===== src/rtl/filter_pkg.sv =====
// filter_pkg: definitions shared by the convolution tap accumulator.
//   TAPS_DEFAULT : taps per window (a 5x5 kernel)
//   IDX_W        : width of the tap index carried alongside each product
//   state_t      : accumulator FSM states (ACCUM, HOLD)
//   clamp_signed : clamps a 64-bit signed value to a signed out_w-bit range
package filter_pkg;

    localparam int TAPS_DEFAULT = 25;
    localparam int IDX_W        = 5;

    typedef enum logic [0:0] {
        ACCUM = 1'b0,
        HOLD  = 1'b1
    } state_t;

    // Result stays 64 bits wide; the caller keeps the low out_w bits, which
    // hold the clamped value exactly because it is inside the out_w range.
    function automatic logic signed [63:0] clamp_signed(
        input logic signed [63:0] v,
        input int                 out_w
    );
        logic signed [63:0] hi;
        logic signed [63:0] lo;
        hi = (64'sd1 <<< (out_w - 1)) - 64'sd1;
        lo = -(64'sd1 <<< (out_w - 1));
        if (v > hi) begin
            return hi;
        end else if (v < lo) begin
            return lo;
        end
        return v;
    endfunction

endpackage


===== src/rtl/tap_index_counter.sv =====
// tap_index_counter: modulo-TAPS index counter.
//   clk, rst_n : clock, asynchronous active-low reset
//   i_en       : advance by one (wraps from TAPS-1 back to 0)
//   i_clr      : synchronous clear, has priority over i_en
//   o_idx      : current index
//   o_wrap     : one-cycle pulse when the index advances from TAPS-1
module tap_index_counter #(
    parameter int TAPS = 25,
    parameter int W    = 5
) (
    input  logic         clk,
    input  logic         rst_n,
    input  logic         i_en,
    input  logic         i_clr,
    output logic [W-1:0] o_idx,
    output logic         o_wrap
);

    localparam logic [W-1:0] LAST_IDX = W'(TAPS - 1);

    logic [W-1:0] r_idx;
    logic         w_at_last;

    assign w_at_last = (r_idx == LAST_IDX);
    assign o_wrap    = i_en & w_at_last;
    assign o_idx     = r_idx;

    always_ff @(posedge clk or negedge rst_n) begin
        if (!rst_n) begin
            r_idx <= '0;
        end else if (i_clr) begin
            r_idx <= '0;
        end else if (i_en) begin
            r_idx <= w_at_last ? '0 : r_idx + 1'b1;
        end
    end

endmodule


===== src/rtl/filter_tap_accumulator.sv =====
// filter_tap_accumulator: sums TAPS signed tap products per window and hands
// the window sum downstream on a valid/ready output; checks tap ordering.
//   clk, reset          : clock, asynchronous active-low reset
//   in_valid/in_ready   : tap product input handshake
//   in_data, in_tap     : signed product and the sender's tap index
//   out_valid/out_ready : window result handshake
//   out_data            : window sum (truncated, or clamped with ACC_SAT_EN)
//   exp_tap             : index of the next expected tap
//   tap_err             : sticky, set when in_tap differs from exp_tap
//   ovf                 : sticky, set when the result was clamped
//   win_cnt             : completed (handed-off) windows, wraps
//   dbg_state           : current FSM state
// Build option: define ACC_SAT_EN to saturate out_data to the signed OUT_W
// range; otherwise out_data is the low OUT_W bits and ovf is always 0.
//
// Handshake: a transfer happens on a rising edge where valid and ready are
// both high; valid, once raised, holds with its data until that transfer.
module filter_tap_accumulator
    import filter_pkg::*;
#(
    parameter int TAPS   = TAPS_DEFAULT,
    parameter int DATA_W = 16,
    parameter int ACC_W  = 40,
    parameter int OUT_W  = 32
) (
    input  logic                     clk,
    input  logic                     reset,
    input  logic                     in_valid,
    output logic                     in_ready,
    input  logic signed [DATA_W-1:0] in_data,
    input  logic [IDX_W-1:0]         in_tap,
    output logic                     out_valid,
    input  logic                     out_ready,
    output logic signed [OUT_W-1:0]  out_data,
    output logic [IDX_W-1:0]         exp_tap,
    output logic                     tap_err,
    output logic                     ovf,
    output logic [15:0]              win_cnt,
    output state_t                   dbg_state
);

    state_t                    r_state;
    logic signed [ACC_W-1:0]   r_acc;
    logic                      r_out_valid;
    logic signed [OUT_W-1:0]   r_out_data;
    logic                      r_tap_err;
    logic                      r_ovf;
    logic [15:0]               r_win_cnt;

    logic                      w_accept;
    logic                      w_last_tap;
    logic [IDX_W-1:0]          w_exp_tap;
    logic signed [ACC_W-1:0]   w_data_ext;
    logic signed [ACC_W-1:0]   w_sum;
    logic [OUT_W-1:0]          w_result;
    logic                      w_clip;

    // in_ready depends on state only, so there is no out_ready -> in_ready path.
    assign in_ready = (r_state == ACCUM);
    assign w_accept = in_valid & in_ready;

    tap_index_counter #(
        .TAPS (TAPS),
        .W    (IDX_W)
    ) u_tap_index_counter (
        .clk    (clk),
        .rst_n  (reset),
        .i_en   (w_accept),
        .i_clr  (1'b0),
        .o_idx  (w_exp_tap),
        .o_wrap (w_last_tap)
    );

    assign w_data_ext = {{(ACC_W - DATA_W){in_data[DATA_W-1]}}, in_data};
    // Wraps silently in ACC_W bits.
    assign w_sum      = r_acc + w_data_ext;

`ifdef ACC_SAT_EN
    logic signed [63:0] w_sum_64;
    logic signed [63:0] w_clamped;

    assign w_sum_64  = {{(64 - ACC_W){w_sum[ACC_W-1]}}, w_sum};
    assign w_clamped = clamp_signed(w_sum_64, OUT_W);
    assign w_result  = w_clamped[OUT_W-1:0];
    assign w_clip    = (w_clamped != w_sum_64);
`else
    assign w_result  = w_sum[OUT_W-1:0];
    assign w_clip    = 1'b0;
`endif

    always_ff @(posedge clk or negedge reset) begin
        if (!reset) begin
            r_state     <= ACCUM;
            r_acc       <= '0;
            r_out_valid <= 1'b0;
            r_out_data  <= '0;
            r_tap_err   <= 1'b0;
            r_ovf       <= 1'b0;
            r_win_cnt   <= '0;
        end else begin
            case (r_state)
                ACCUM: begin
                    if (w_accept) begin
                        // A misordered tap is flagged but still summed.
                        if (in_tap != w_exp_tap) begin
                            r_tap_err <= 1'b1;
                        end
                        if (w_last_tap) begin
                            r_out_data  <= w_result;
                            r_out_valid <= 1'b1;
                            r_acc       <= '0;
                            r_state     <= HOLD;
                            if (w_clip) begin
                                r_ovf <= 1'b1;
                            end
                        end else begin
                            r_acc <= w_sum;
                        end
                    end
                end
                HOLD: begin
                    if (out_ready) begin
                        r_out_valid <= 1'b0;
                        r_win_cnt   <= r_win_cnt + 16'd1;
                        r_state     <= ACCUM;
                    end
                end
            endcase
        end
    end

    assign out_valid = r_out_valid;
    assign out_data  = r_out_data;
    assign exp_tap   = w_exp_tap;
    assign tap_err   = r_tap_err;
    assign ovf       = r_ovf;
    assign win_cnt   = r_win_cnt;
    assign dbg_state = r_state;

endmodule


===== config.mk =====
export PLATFORM = sky130hd
export DESIGN_NAME = filter_tap_accumulator
export DESIGN_NICKNAME = d
export VERILOG_FILES = /design/src/rtl/filter_pkg.sv /design/src/rtl/tap_index_counter.sv /design/src/rtl/filter_tap_accumulator.sv
export SDC_FILE = /design/constraint.sdc
export NUM_CORES = 1
export LEC_CHECK = 0
export ABC_AREA = 0
export ABC_CLOCK_PERIOD_IN_PS = 3400
export CORE_UTILIZATION = 54
export DETAILED_ROUTE_END_ITERATION = 8
export PLACE_DENSITY = 0.8
export SLEW_MARGIN = 20
export SYNTH_ARGS = -nofsm -noshare
export SYNTH_HDL_FRONTEND = slang
export SYNTH_SLANG_ARGS = --single-unit

===== constraint.sdc =====
create_clock -name clk -period 3.4 [get_ports clk]
set_input_delay 0.68 -clock clk [delete_from_list [all_inputs] [get_ports clk]]
set_output_delay 0.68 -clock clk [all_outputs]
set_load 0.01 [all_outputs]

==> results.cfg, run 1 <==
[logic_synthesis]
synth_nets = 599
syn_area_per_cell_um2 = 9.740
postSynthCellCount = 539
yosysTopAreaCell = dfrtp_1
synth_edf_count = 0
synth-seq-cells = 88
yosys-top-cells-area = dfrtp_1 (42%), ha_1 (8.1%), nand2_1 (7.1%)
synth_top_area_share_pct = 41.94
syn_area_um2 = 5250
async_flop_share_pct = 100.0
synth.distinct_cells = 66
yosysSeqAreaShare_pct = 41.94
yosysWarnings = 0
synthFlopType = dfrtp_1

[drt]
routed_wl_um = 12650
vias = 4429
drt_pre_antenna_iters = 4
ant_nets = 0
route.detailed.drc = 0
viasPerCell = 5.678
routedWlPerCell_um = 16.22
drt_iter0_drc = 160

[final_layout]
fillers = 725
final_nets = 706
diodes = 0
design_area_um2 = 6571
utilization_pct = 70.45
drive_above_1_share_pct = 12.75
area_delta_synth_final_pct = 25.17

[timing]
hold_viol_final = 0
maxSlewHeadroom_pct = 46.12
rsz0062_at_grt = no
fin_crit_sh_pct = 94.46
period_minus_slack_ns = 3.212
skew_ns = 0.01253
setup_violations = 0
worst_pin_slew_ns = 0.8083
max_freq_mhz = 311.4
drv_slew = 0

[die]
io_pins = 83
coreArea_um2 = 9328
die_y_um = 100.6
die_area_um2 = 10120
rows = 35
die_width_um = 100.6
initial_core_util_pct = 56.28

[power]
power_mw = 6.151
p_comb_share_pct = 59.2
netSwitchingPower_mw = 2.589
power_frac_clock_pct = 11.9
total_leakage_power_nw = 3.110
pwr-share-seq_pct = 28.9
swShare_pct = 42.09
power-per-cell-area_nw_per_um2 = 936.0
ir_worst_vdd_mv = 0.4829
p_int_mw = 3.562

[placed_design]
dp_hpwl_um = 9096
gp_congestion = 0.8955
placed_area_um2 = 6374
io_buffers = 81

[worst_setup_path]
crit_chain = clkdlybuf4s50_1 > ha_1 > fa_1 > a21o_1 > a221o_1 > a211oi_2 > o21ai_1 > a21oi_1 > o21ai_1 > xor2_1 > mux2_2
slowest_stage = clkdlybuf4s50_1
cp.depth = 11
crit_type = input pin to register
cp_top_family = compound AO/OA/AOI/OAI gates
slowest_delay_ns = 0.41
reg2reg_depth = 10
cp-start-kind = input pin
crit_buf_inv = 1
cp.arrival_ns = 3.47
timing.rr.end = out_data[30]
cp.required_ns = 3.66
worstPathMaxFanout = 3
ff2ff_setup_slack_ns = 0.53
worst_path_most_repeated_cell = o21ai_1
crit_path_end = out_data[30]
crit_start = in_data[0]
r2r_start = r_acc[0]
end_kind = register

[clock_tree]
post_cts_buffers = 0
numCtsBuffers = 9
root_buffer = clkbuf_8
ctsHoldBuffers = 0
post_cts_resized = 0
htreeDepth = 3
clock_sinks = 88
cts_tree = built
clk_latency_ns = 0.38
path_clk_slew_ns = 0.10
ctsLongestPathBuffers = 2

[min_path]
hp-class = input pin to asynchronous set/reset pin

[global_route]
grt_max_degree = 89
overflow = 0
grt_antenna_before_repair = 0
track_usage_pct = 27.04
grt_pass1_vias = 4473
grt_pass1_wl_um = 21490

[flow_run]
maxCapViolations = 0

[outcome]
outcome = finished, final reports clean
## worst min path at each step
| stage | startpoint | to | slack, ns | cells past startpoint |
|---|---|---|---|---|
| 6_report | reset | tap_err | 0.35 | 1 |
| 5_1_grt | reset | tap_err | 0.43 | 1 |
| 4_1_cts | tap_err | tap_err | 0.48 | 1 |
| 3_5_place_dp | tap_err | tap_err | 0.46 | 1 |
| 3_3_place_gp | tap_err | tap_err | 0.44 | 1 |
| 2_1_floorplan | reset | dbg_state | 0.38 | 0 |
## metrics by stage
step                      hold WS [ns]  setup WS (ns)  setup TNS (ns)  instances
final                           0.3457         0.1884               0        780
after global routing            0.4252       0.008607               0        780
after CTS                       0.4802         0.2063               0        780
after detailed placement        0.4559        -0.1765          -1.027        764
after global placement          0.4449        -0.1652         -0.7789        764
after floorplan                 0.3844         0.4325               0        539
## metal layers
| metal | wire length [µm] | share of wire [%] | global-route usage (%) |
|---|---|---|---|
| met1 | 5689 | 45 | 34.57 |
| met3 | 443 | 3.5 | 4.230 |
| met4 | 153 | 1.2 | 9.476 |
| met5 | 0 | 0 | 0 |
| met2 | 6366 | 50 | 46.68 |
## cell usage after synthesis (7+ instances only)
library cell    n
a21oi_1        23
a21o_1         27
ha_1           34
xor2_1         19
nand2_1       100
mux2_2          7
nor2_1         13
nor3_1         11
dfrtp_1        88
xnor2_1        30
o21ai_0        34
a22o_1         19
clkbuf_1       17
nand3_1        13
and3_1          9
inv_1           7
nand4_1         9
## sequential cells by signal, indices dropped and copies added (netlist names)
register	cells
dbg_state	1
out_data	32
out_valid	1
r_acc	32
tap_err	1
u_tap_index_counter.o_idx	5
win_cnt	16
## logic make-up after synthesis
kind of cell             share of synthesized area, %
AO/OA/AOI/OAI                                   20.31
multiplexers                                    1.978
XOR/XNOR                                        8.174
AND/OR/NAND/NOR                                 15.37
flip-flops                                      41.94
buffers and inverters                           3.670
other                                         0.07143
adder cells (fa/ha/maj)                         8.484
## area by class of cell
type | count | area (µm²) | area share [%]
multi-input combinational | 418 | 2855 | 43.45
sequential | 88 | 2202 | 33.51
timing repair buffer | 122 | 1132 | 17.23
tap | 129 | 161.4 | 2.456
clock buffer | 9 | 123.9 | 1.885
clock inverter | 7 | 70.07 | 1.066
inverter | 7 | 26.28 | 0.3998
## placed cells by master, fill, tap and decap left out, types with 3 or more instances in the layout
| cell | synthesis | final |
|---|---|---|
| o21ai_1 | 4 | 4 |
| o211ai_1 | 3 | 3 |
| xor2_1 | 19 | 19 |
| a221oi_1 | 3 | 3 |
| and3_1 | 9 | 9 |
| nand2_1 | 100 | 100 |
| a211oi_2 | 3 | 3 |
| o21ai_0 | 34 | 34 |
| o21a_1 | 4 | 4 |
| inv_1 | 7 | 7 |
| a21oi_1 | 23 | 23 |
| mux2_2 | 7 | 7 |
| xnor2_1 | 30 | 30 |
| o31ai_1 | 4 | 4 |
| nor3_1 | 11 | 11 |
| a31oi_1 | 5 | 5 |
| a21o_1 | 27 | 27 |
| nand3_1 | 13 | 13 |
| ha_1 | 34 | 34 |
| a22o_1 | 19 | 19 |
| nor2b_1 | 5 | 5 |
| nand4_1 | 9 | 9 |
| nor2_1 | 13 | 13 |
| clkdlybuf4s50_1 | 0 | 80 |
| buf_4 | 2 | 40 |
| inv_8 | 0 | 4 |
| clkbuf_8 | 0 | 9 |
| dfrtp_1 | 88 | 88 |
## power by group through the flow
stage,sequential (mW),clock (mW),combinational (mW)
5_1_grt,1.83,0.786,4.03
2_1_floorplan,1.83,0,2.30
6_report,1.78,0.729,3.64
3_5_place_dp,1.79,0,3.60
4_1_cts,1.77,0.739,3.64
3_3_place_gp,1.78,0,3.51
Power figures use the tool's default switching activity.
==> run 2, diff against run 1 <==
--- a/config.mk
+++ b/config.mk
@@ -7,9 +7,10 @@
 export LEC_CHECK = 0
 export ABC_AREA = 0
 export ABC_CLOCK_PERIOD_IN_PS = 3400
-export CORE_UTILIZATION = 54
+export CORE_UTILIZATION = 55
 export DETAILED_ROUTE_END_ITERATION = 8
-export PLACE_DENSITY = 0.8
+export DONT_BUFFER_PORTS = 1
+export PLACE_DENSITY = 0.7
 export SLEW_MARGIN = 20
 export SYNTH_ARGS = -nofsm -noshare
 export SYNTH_HDL_FRONTEND = slang
==> results.cfg, run 2 (same netlist as run 1, synthesis figures left out) <==
[global_route]
overflow = 0
grt_antenna_before_repair = 0
grt_pass1_wl_um = 19040
track_usage_pct = 24.49
grt_max_degree = 78
grt_pass1_vias = 3973

[die]
die_width_um = 99.70
initial_core_util_pct = 56.82
die_y_um = 99.70
io_pins = 83
die_area_um2 = 9940
coreArea_um2 = 9240
rows = 35

[final_layout]
fillers = 778
final_nets = 591
area_delta_synth_final_pct = 6.149
drive_above_1_share_pct = 8.769
utilization_pct = 60.31
diodes = 0
final_cell_mix = nand2_1 (100), dfrtp_1 (88), o21ai_0 (34), ha_1 (34), xnor2_1 (30)
final_common_cell = nand2_1

[worst_setup_path]
cp.required_ns = 3.65
reg2reg_depth = 10
ff2ff_setup_slack_ns = 0.44
cp.arrival_ns = 3.22
slowest_delay_ns = 0.42
crit_type = register to register
crit_start = r_acc[0]
worst_path_most_repeated_cell = o21ai_1
worstPathMaxFanout = 3
slowest_stage = fa_1
timing.rr.end = out_data[30]
crit_chain = ha_1 > fa_1 > a21o_1 > a221o_1 > a211oi_2 > o21ai_1 > a21oi_1 > o21ai_1 > xor2_1 > mux2_2
cp-start-kind = register
end_kind = register
r2r_start = r_acc[0]

[power]
power-per-cell-area_nw_per_um2 = 997.7
total_leakage_power_nw = 2.676
ir_worst_vdd_mv = 0.4382

[clock_tree]
path_clk_slew_ns = 0.09
clock_sinks = 88
numCtsBuffers = 9
root_buffer = clkbuf_8
clk_latency_ns = 0.37
cts_tree = built
ctsLongestPathBuffers = 2
htreeDepth = 3
post_cts_buffers = 0

[drt]
vias = 4011
drt_pre_antenna_iters = 4
drt_iter0_drc = 181
routed_wl_um = 11590
route.detailed.drc = 0
viasPerCell = 6.032
routedWlPerCell_um = 17.43
ant_nets = 0

[timing]
rsz0062_at_grt = no
skew_ns = 0.007906
fin_crit_sh_pct = 87.13
fin_setup_tns_ns = 0
maxSlewHeadroom_pct = 62.23
drv_slew = 0
worst_pin_slew_ns = 0.5623
setup_violations = 0
period_minus_slack_ns = 2.962
hold_viol_final = 0
max_freq_mhz = 337.6

[outcome]
outcome = finished, final reports clean

[placed_design]
dp_hpwl_um = 8132
io_buffers = 0
gp_congestion = 0.9003

[min_path]
hp-class = input pin to asynchronous set/reset pin

[flow_run]
maxCapViolations = 0
## run 2: repair_timing
action	4_1_cts	5_1_grt
endpoints found under the hold margin	77	0
hold buffers	2	0
resized for setup	0	0
## run 2: per-stage QoR
step | instances | total power, mW | area, µm² | worst slack (ns) | hold slack [ns]
3_5_place_dp | 647 | 4.622 | 5283 | 0.1815 | 0.3862
2_1_floorplan | 539 | 4.124 | 5250 | 0.4325 | 0.3844
4_1_cts | 665 | 5.570 | 5573 | 0.4658 | 0.2128
5_1_grt | 665 | 6.000 | 5573 | 0.2734 | 0.2178
6_report | 665 | 5.560 | 5573 | 0.4376 | 0.1846
3_3_place_gp | 647 | 4.532 | 5283 | 0.2129 | 0.3859
## run 2: worst max-delay path by stage
stage | cells after the start | end
2_1_floorplan | 10 | out_data[20]
3_5_place_dp | 10 | out_data[30]
4_1_cts | 10 | out_data[30]
3_3_place_gp | 10 | out_data[20]
5_1_grt | 10 | out_data[20]
6_report | 10 | out_data[30]
## run 2: area by class of cell
class	instances	area, µm²	area share (%)
clock buffers	10	137.6	2.470
clock inverters	6	115.1	2.066
inverters	7	26.28	0.4715
multi-input cells	418	2855	51.23
flip-flops and latches	88	2202	39.52
well taps	129	161.4	2.896
repair buffers	7	75.07	1.347
## run 2: per-layer routing
layer	part of all wire (%)	vias to the layer above	track usage [%]
met2	48	138	40.21
met3	7.1	18	5.481
met5	0	-	0
met4	2.0	0	10.86
li1	-	1918	-
met1	43	1937	30.94
## run 2: critical path: cells and delay by family (launching register included)
kind	cells	cell delay [ns]
fa+ha+maj	2	0.65
xor+xnor	1	0.17
compound gates	6	1.37
flops	1	0.39
mux	1	0.27
## run 2: report_power, final
| group | total [mW] | switching, mW | internal (mW) |
|---|---|---|---|
| clock network | 0.906 | 0.393 | 0.513 |
| registers | 1.93 | 0.452 | 1.48 |
| logic | 2.73 | 1.55 | 1.18 |
